File: config.mk
export PLATFORM = sky130hd
export DESIGN_NAME = booth_radix4_multiplier
export DESIGN_NICKNAME = d
export VERILOG_FILES = /design/src/rtl/booth_radix4_multiplier.sv
export SDC_FILE = /design/constraint.sdc
export NUM_CORES = 1
export LEC_CHECK = 0
export ABC_AREA = 1
export BUFFER_PORTS_ARGS = -buffer_cell sky130_fd_sc_hd__buf_2
export CAP_MARGIN = 25
export CORE_MARGIN = 5
export CORE_UTILIZATION = 35
export CTS_CLUSTER_SIZE = 24
export DETAILED_ROUTE_END_ITERATION = 10
export GPL_TIMING_DRIVEN = 0
export PLACE_DENSITY = 0.58
export REMOVE_ABC_BUFFERS = 1
export SYNTH_ARGS = -nofsm -noshare
export SYNTH_HDL_FRONTEND = slang
export SYNTH_SLANG_ARGS = --single-unit
File: constraint.sdc
create_clock -name clock -period 5.01 [get_ports clock]
set_input_delay 0.2505 -clock clock [delete_from_list [all_inputs] [get_ports clock]]
set_output_delay 0.2505 -clock clock [all_outputs]
set_load 0.01 [all_outputs]
File: src/rtl/booth_radix4_multiplier.sv
// Sequential radix-4 (modified Booth) multiplier, signed/unsigned per operation, start/busy/done handshake.
// Optional macro BOOTH_ZERO_SKIP_EN: a zero operand finishes in a single cycle with product 0.
module booth_radix4_multiplier #(
    parameter int N = 16,
    localparam int CW = $clog2(N/2+2)
) (
    input  logic           clock,
    input  logic           resetN,
    input  logic           start,
    input  logic           signedMode,
    input  logic [N-1:0]   dataInM,
    input  logic [N-1:0]   dataInQ,
    output logic           busy,
    output logic           done,
    output logic [2*N-1:0] product
);

    localparam int W = N + 2;

    localparam logic [1:0] ST_IDLE = 2'd0;
    localparam logic [1:0] ST_RUN  = 2'd1;
    localparam logic [1:0] ST_DONE = 2'd2;

    localparam logic [CW-1:0] ITER_SIGNED   = CW'(N/2);
    localparam logic [CW-1:0] ITER_UNSIGNED = CW'(N/2 + 1);

    logic [1:0]     state_q, state_d;
    logic [W-1:0]   a_q, a_d;
    logic [W-1:0]   q_q, q_d;
    logic           qm1_q, qm1_d;
    logic [CW-1:0]  cnt_q, cnt_d;
    logic [W-1:0]   m_q, m_d;
    logic           mode_q, mode_d;
    logic [2*N-1:0] prod_q, prod_d;

    logic [W:0]     m_ext, m_dbl, addend, sum_s;
    logic [W-1:0]   m_load, q_load;
    logic           zero_op;

    assign m_load = signedMode ? {{2{dataInM[N-1]}}, dataInM} : {2'b00, dataInM};
    assign q_load = signedMode ? {{2{dataInQ[N-1]}}, dataInQ} : {2'b00, dataInQ};

`ifdef BOOTH_ZERO_SKIP_EN
    assign zero_op = (dataInM == '0) || (dataInQ == '0);
`else
    assign zero_op = 1'b0;
`endif

    // Booth digit selection and partial-product add, one extra bit so 2M never overflows.
    always_comb begin
        m_ext = {m_q[W-1], m_q};
        m_dbl = {m_q, 1'b0};
        case ({q_q[1:0], qm1_q})
            3'b001, 3'b010: addend = m_ext;
            3'b011:         addend = m_dbl;
            3'b100:         addend = -m_dbl;
            3'b101, 3'b110: addend = -m_ext;
            default:        addend = '0;
        endcase
        sum_s = {a_q[W-1], a_q} + addend;
    end

    always_comb begin
        state_d = state_q;
        a_d     = a_q;
        q_d     = q_q;
        qm1_d   = qm1_q;
        cnt_d   = cnt_q;
        m_d     = m_q;
        mode_d  = mode_q;
        prod_d  = prod_q;
        case (state_q)
            ST_RUN: begin
                if (cnt_q != '0) begin
                    a_d   = {sum_s[W], sum_s[W:2]};
                    q_d   = {sum_s[1:0], q_q[W-1:2]};
                    qm1_d = q_q[1];
                    cnt_d = cnt_q - CW'(1);
                end else begin
                    // Signed runs leave the two extension bits unconsumed at the bottom of Q.
                    prod_d  = mode_q ? {a_q[N-1:0], q_q[W-1:2]} : {a_q[N-3:0], q_q};
                    state_d = ST_DONE;
                end
            end
            default: begin
                if (start) begin
                    m_d     = m_load;
                    q_d     = zero_op ? '0 : q_load;
                    a_d     = '0;
                    qm1_d   = 1'b0;
                    mode_d  = signedMode;
                    cnt_d   = zero_op ? '0 : (signedMode ? ITER_SIGNED : ITER_UNSIGNED);
                    prod_d  = '0;
                    state_d = ST_RUN;
                end
            end
        endcase
    end

    always_ff @(posedge clock or negedge resetN) begin
        if (!resetN) begin
            state_q <= ST_IDLE;
            a_q     <= '0;
            q_q     <= '0;
            qm1_q   <= 1'b0;
            cnt_q   <= '0;
            m_q     <= '0;
            mode_q  <= 1'b0;
            prod_q  <= '0;
        end else begin
            state_q <= state_d;
            a_q     <= a_d;
            q_q     <= q_d;
            qm1_q   <= qm1_d;
            cnt_q   <= cnt_d;
            m_q     <= m_d;
            mode_q  <= mode_d;
            prod_q  <= prod_d;
        end
    end

    assign busy    = (state_q == ST_RUN);
    assign done    = (state_q == ST_DONE);
    assign product = prod_q;

endmodule

==> flow_summary_export.csv <==
group,metric,value,unit
place,gp_congestion,0.850,
floorplan,die-area,19300,µm²
critical_path,cp.required,5.25,ns
clock_tree,clock_latency,0.35,ns
layout,areaGrowthSynthToFinish,13.7,%
grt,grt_pass1_wl,24700,µm
clock_tree,cts_root_buffer,"clkbuf_16",
detailed_routing,ant_nets,0,
grt,gr-total-overflow,0,
worst_hold_path,holdPathStages,3,
synthesis,syn_area_per_cell,7.64,µm²
clock_tree,htree_levels,3,
critical_path,critPathLaunchType,"register",
clock_tree,cts_sinks,92,
synthesis,ys_ff_latch,92,
clock_tree,cts_tree,"built",
sta,fin_crit_sh,77.0,%
detailed_routing,wl,14600,µm
clock_tree,post-cts-setup-buffer-count,0,
place,place_hpwl,10500,µm
synthesis,syn_area,5810,µm²
detailed_routing,drtIter0Drc,399,
layout,diodes,0,
grt,grt_pass1_vias,4881,
synthesis,ys.flop_type,"dfrtp_1",
detailed_routing,post_drt_wl_per_cell,14.1,µm
sta,slew_viol_final,0,
grt,grt_use_total,15.5,%
clock_tree,cts_hold_buffers,1,
layout,drive_gt1_share,14.0,%
synthesis,ys_types,39,
floorplan,die_h,139,µm
sta,clock.fmax,0.259,GHz
sta,rsz0062_at_grt,"false",
detailed_routing,drc,0,
clock_tree,clkTransAtPathRegs,0.07,ns
sta,worst_pin_slew,0.962,ns
layout,layout.cells.most_common_list,"172 x nand2_1, 92 x o21ai_0, 91 x dfrtp_1",
clock_tree,clockBufferDepth,2,
floorplan,fp-row-count,47,
critical_path,end_kind,"register",
sta,fin_crit,3.86,ns
place,portBuffers,69,
grt,grt_max_degree,65,
sta,fin_ws,1.15,ns
run,cap_viol_max_count,0,
layout,nNetsFinal,866,
sta,hold_viol,0,
layout,finalNonFillerCells,1033,
clock_tree,cts_resized,0,
critical_path,crit_type,"reg2reg",
floorplan,start_util,35.4,%
floorplan,coreArea,16400,µm²
critical_path,crit_fanout,42,
sta,clock_skew,0.00993,ns
layout,layout_commonest_cell,"nand2_1",
synthesis,async_flop_share,100,%
worst_hold_path,hold_class,"in2reg",
critical_path,critical_path_arrival,4.10,ns
place,placed_cells,1016,
synthesis,synth_edf_count,0,
detailed_routing,drt-vias-per-instance,5.01,
sta,finalSetupViolCount,0,
critical_path,ff2ff_path_depth,7,
synthesis,synthCells,760,
status,status,"complete, no violations",
sta,maxSlewHeadroom,35.8,%
clock_tree,cts_buffers,9,
synthesis,ys_seq_area_share,39.6,%
detailed_routing,dr.pass1.iters,5,
sta,finalSetupTns,0,ns
synthesis,ys_warn_count,0,
place,pre_cts_slack,1.08,ns
grt,antenna_found_initial,0,
floorplan,die_width,139,µm
detailed_routing,via_count,5172,
floorplan,io_pins,70,
==> state kept, by name, indices dropped and copies added (netlist names) <==
| signal | flops |
|---|---|
| a_q | 17 |
| m_q | 17 |
| mode_q | 1 |
| product | 32 |
| state_q | 2 |
| qm1_q | 1 |
| cnt_q | 4 |
| q_q | 18 |
==> stage by stage <==
stage	area (µm²)	hold slack, ns	utilization [%]
global route	6610	0.111	40.3
detailed placement	6300	0.206	38.4
finish	6610	0.0940	40.3
global placement	6240	0.449	38.0
floorplan	5620	-0.0451	-
CTS	6610	0.0815	40.3
==> cells in the mapped netlist, types with 2 or more instances <==
master       n  area, µm²
nor2_4       4       45.0
o211ai_1    12       90.1
ha_1        21        263
dfrtp_1     92       2300
inv_2        4       15.0
nand2_1    173        649
inv_1       64        240
buf_4        4       30.0
a21oi_1     28        140
nand4_1      7       43.8
a31oi_1     10       62.6
nor2_1      48        180
o21ai_1     13       65.1
a21o_1       5       37.5
buf_2       14       70.1
o22ai_1     10       62.6
o21ai_2      2       17.5
clkbuf_1    12       45.0
buf_6        3       33.8
xnor2_1      2       17.5
nor2_2       5       31.3
o21ai_0     92        460
a32o_1       2       20.0
mux2i_1     20        200
nor3_1       3       15.0
nand3_2      4       40.0
nand2_2      5       31.3
nand3_1     74        370
o2111ai_1    6       52.6
xor2_1       8       70.1
nand3b_1     5       37.5
==> critical path, stage by stage (launching register included) <==
cell     delay, ns
dfrtp_1       0.40
nor2_4        0.58
inv_2         0.26
nor2_1        0.74
inv_1         0.45
nand2_2       0.68
inv_2         0.32
a32o_1        0.28
==> metal layers <==
metal / track usage, % / wire [µm] / up-vias
met2: 24.1 / 6500 / 109
met1: 22.3 / 7290 / 2361
li1: - / - / 2689
met3: 2.31 / 602 / 13
met4: 5.15 / 215 / 0
met5: 0 / 0 / -
==> path summary, 6_finish.rpt <==
check	startpoint	slack, ns	end
setup reg to reg	state_q[1]$_DFFE_PN0P_	1.15	a_q[0]$_DFFE_PN0P_
max in group asynchronous	resetN	3.99	product[25]$_DFFE_PN0P_
setup / recovery	state_q[1]$_DFFE_PN0P_	1.15	a_q[0]$_DFFE_PN0P_
hold / removal	dataInM[2]	0.09	m_q[2]$_DFFE_PN0P_
min in group asynchronous	resetN	0.37	state_q[1]$_DFFE_PN0P_
hold reg to reg	product[21]$_DFFE_PN0P_	0.50	product[21]$_DFFE_PN0P_
==> cells by family (layout without fill, tap and decap cells) <==
family | after synthesis | after routing | share of synthesized area, %
and+or+nand+nor | 330 | 330 | 25.1
AOI/OAI and AO/OA | 183 | 183 | 17.8
buffers and inverters | 103 | 156 | 7.62
DFF | 92 | 92 | 39.6
adders and majority gates | 22 | 22 | 4.87
muxes | 20 | 20 | 3.45
xor gates and xnor gates | 10 | 10 | 1.51
==> layout make-up <==
cell class,instances,area (µm²)
Clock buffer,11,233
Clock inverter,5,61.3
Fill cell,1737,9800
Inverter,68,255
Multi-Input combinational cell,565,3070
Sequential cell,92,2300
Tap cell,220,275
Timing Repair Buffer,72,413
Power is not shown: default switching activity piles up to over one toggle a cycle in this logic, so the estimate is an artifact.
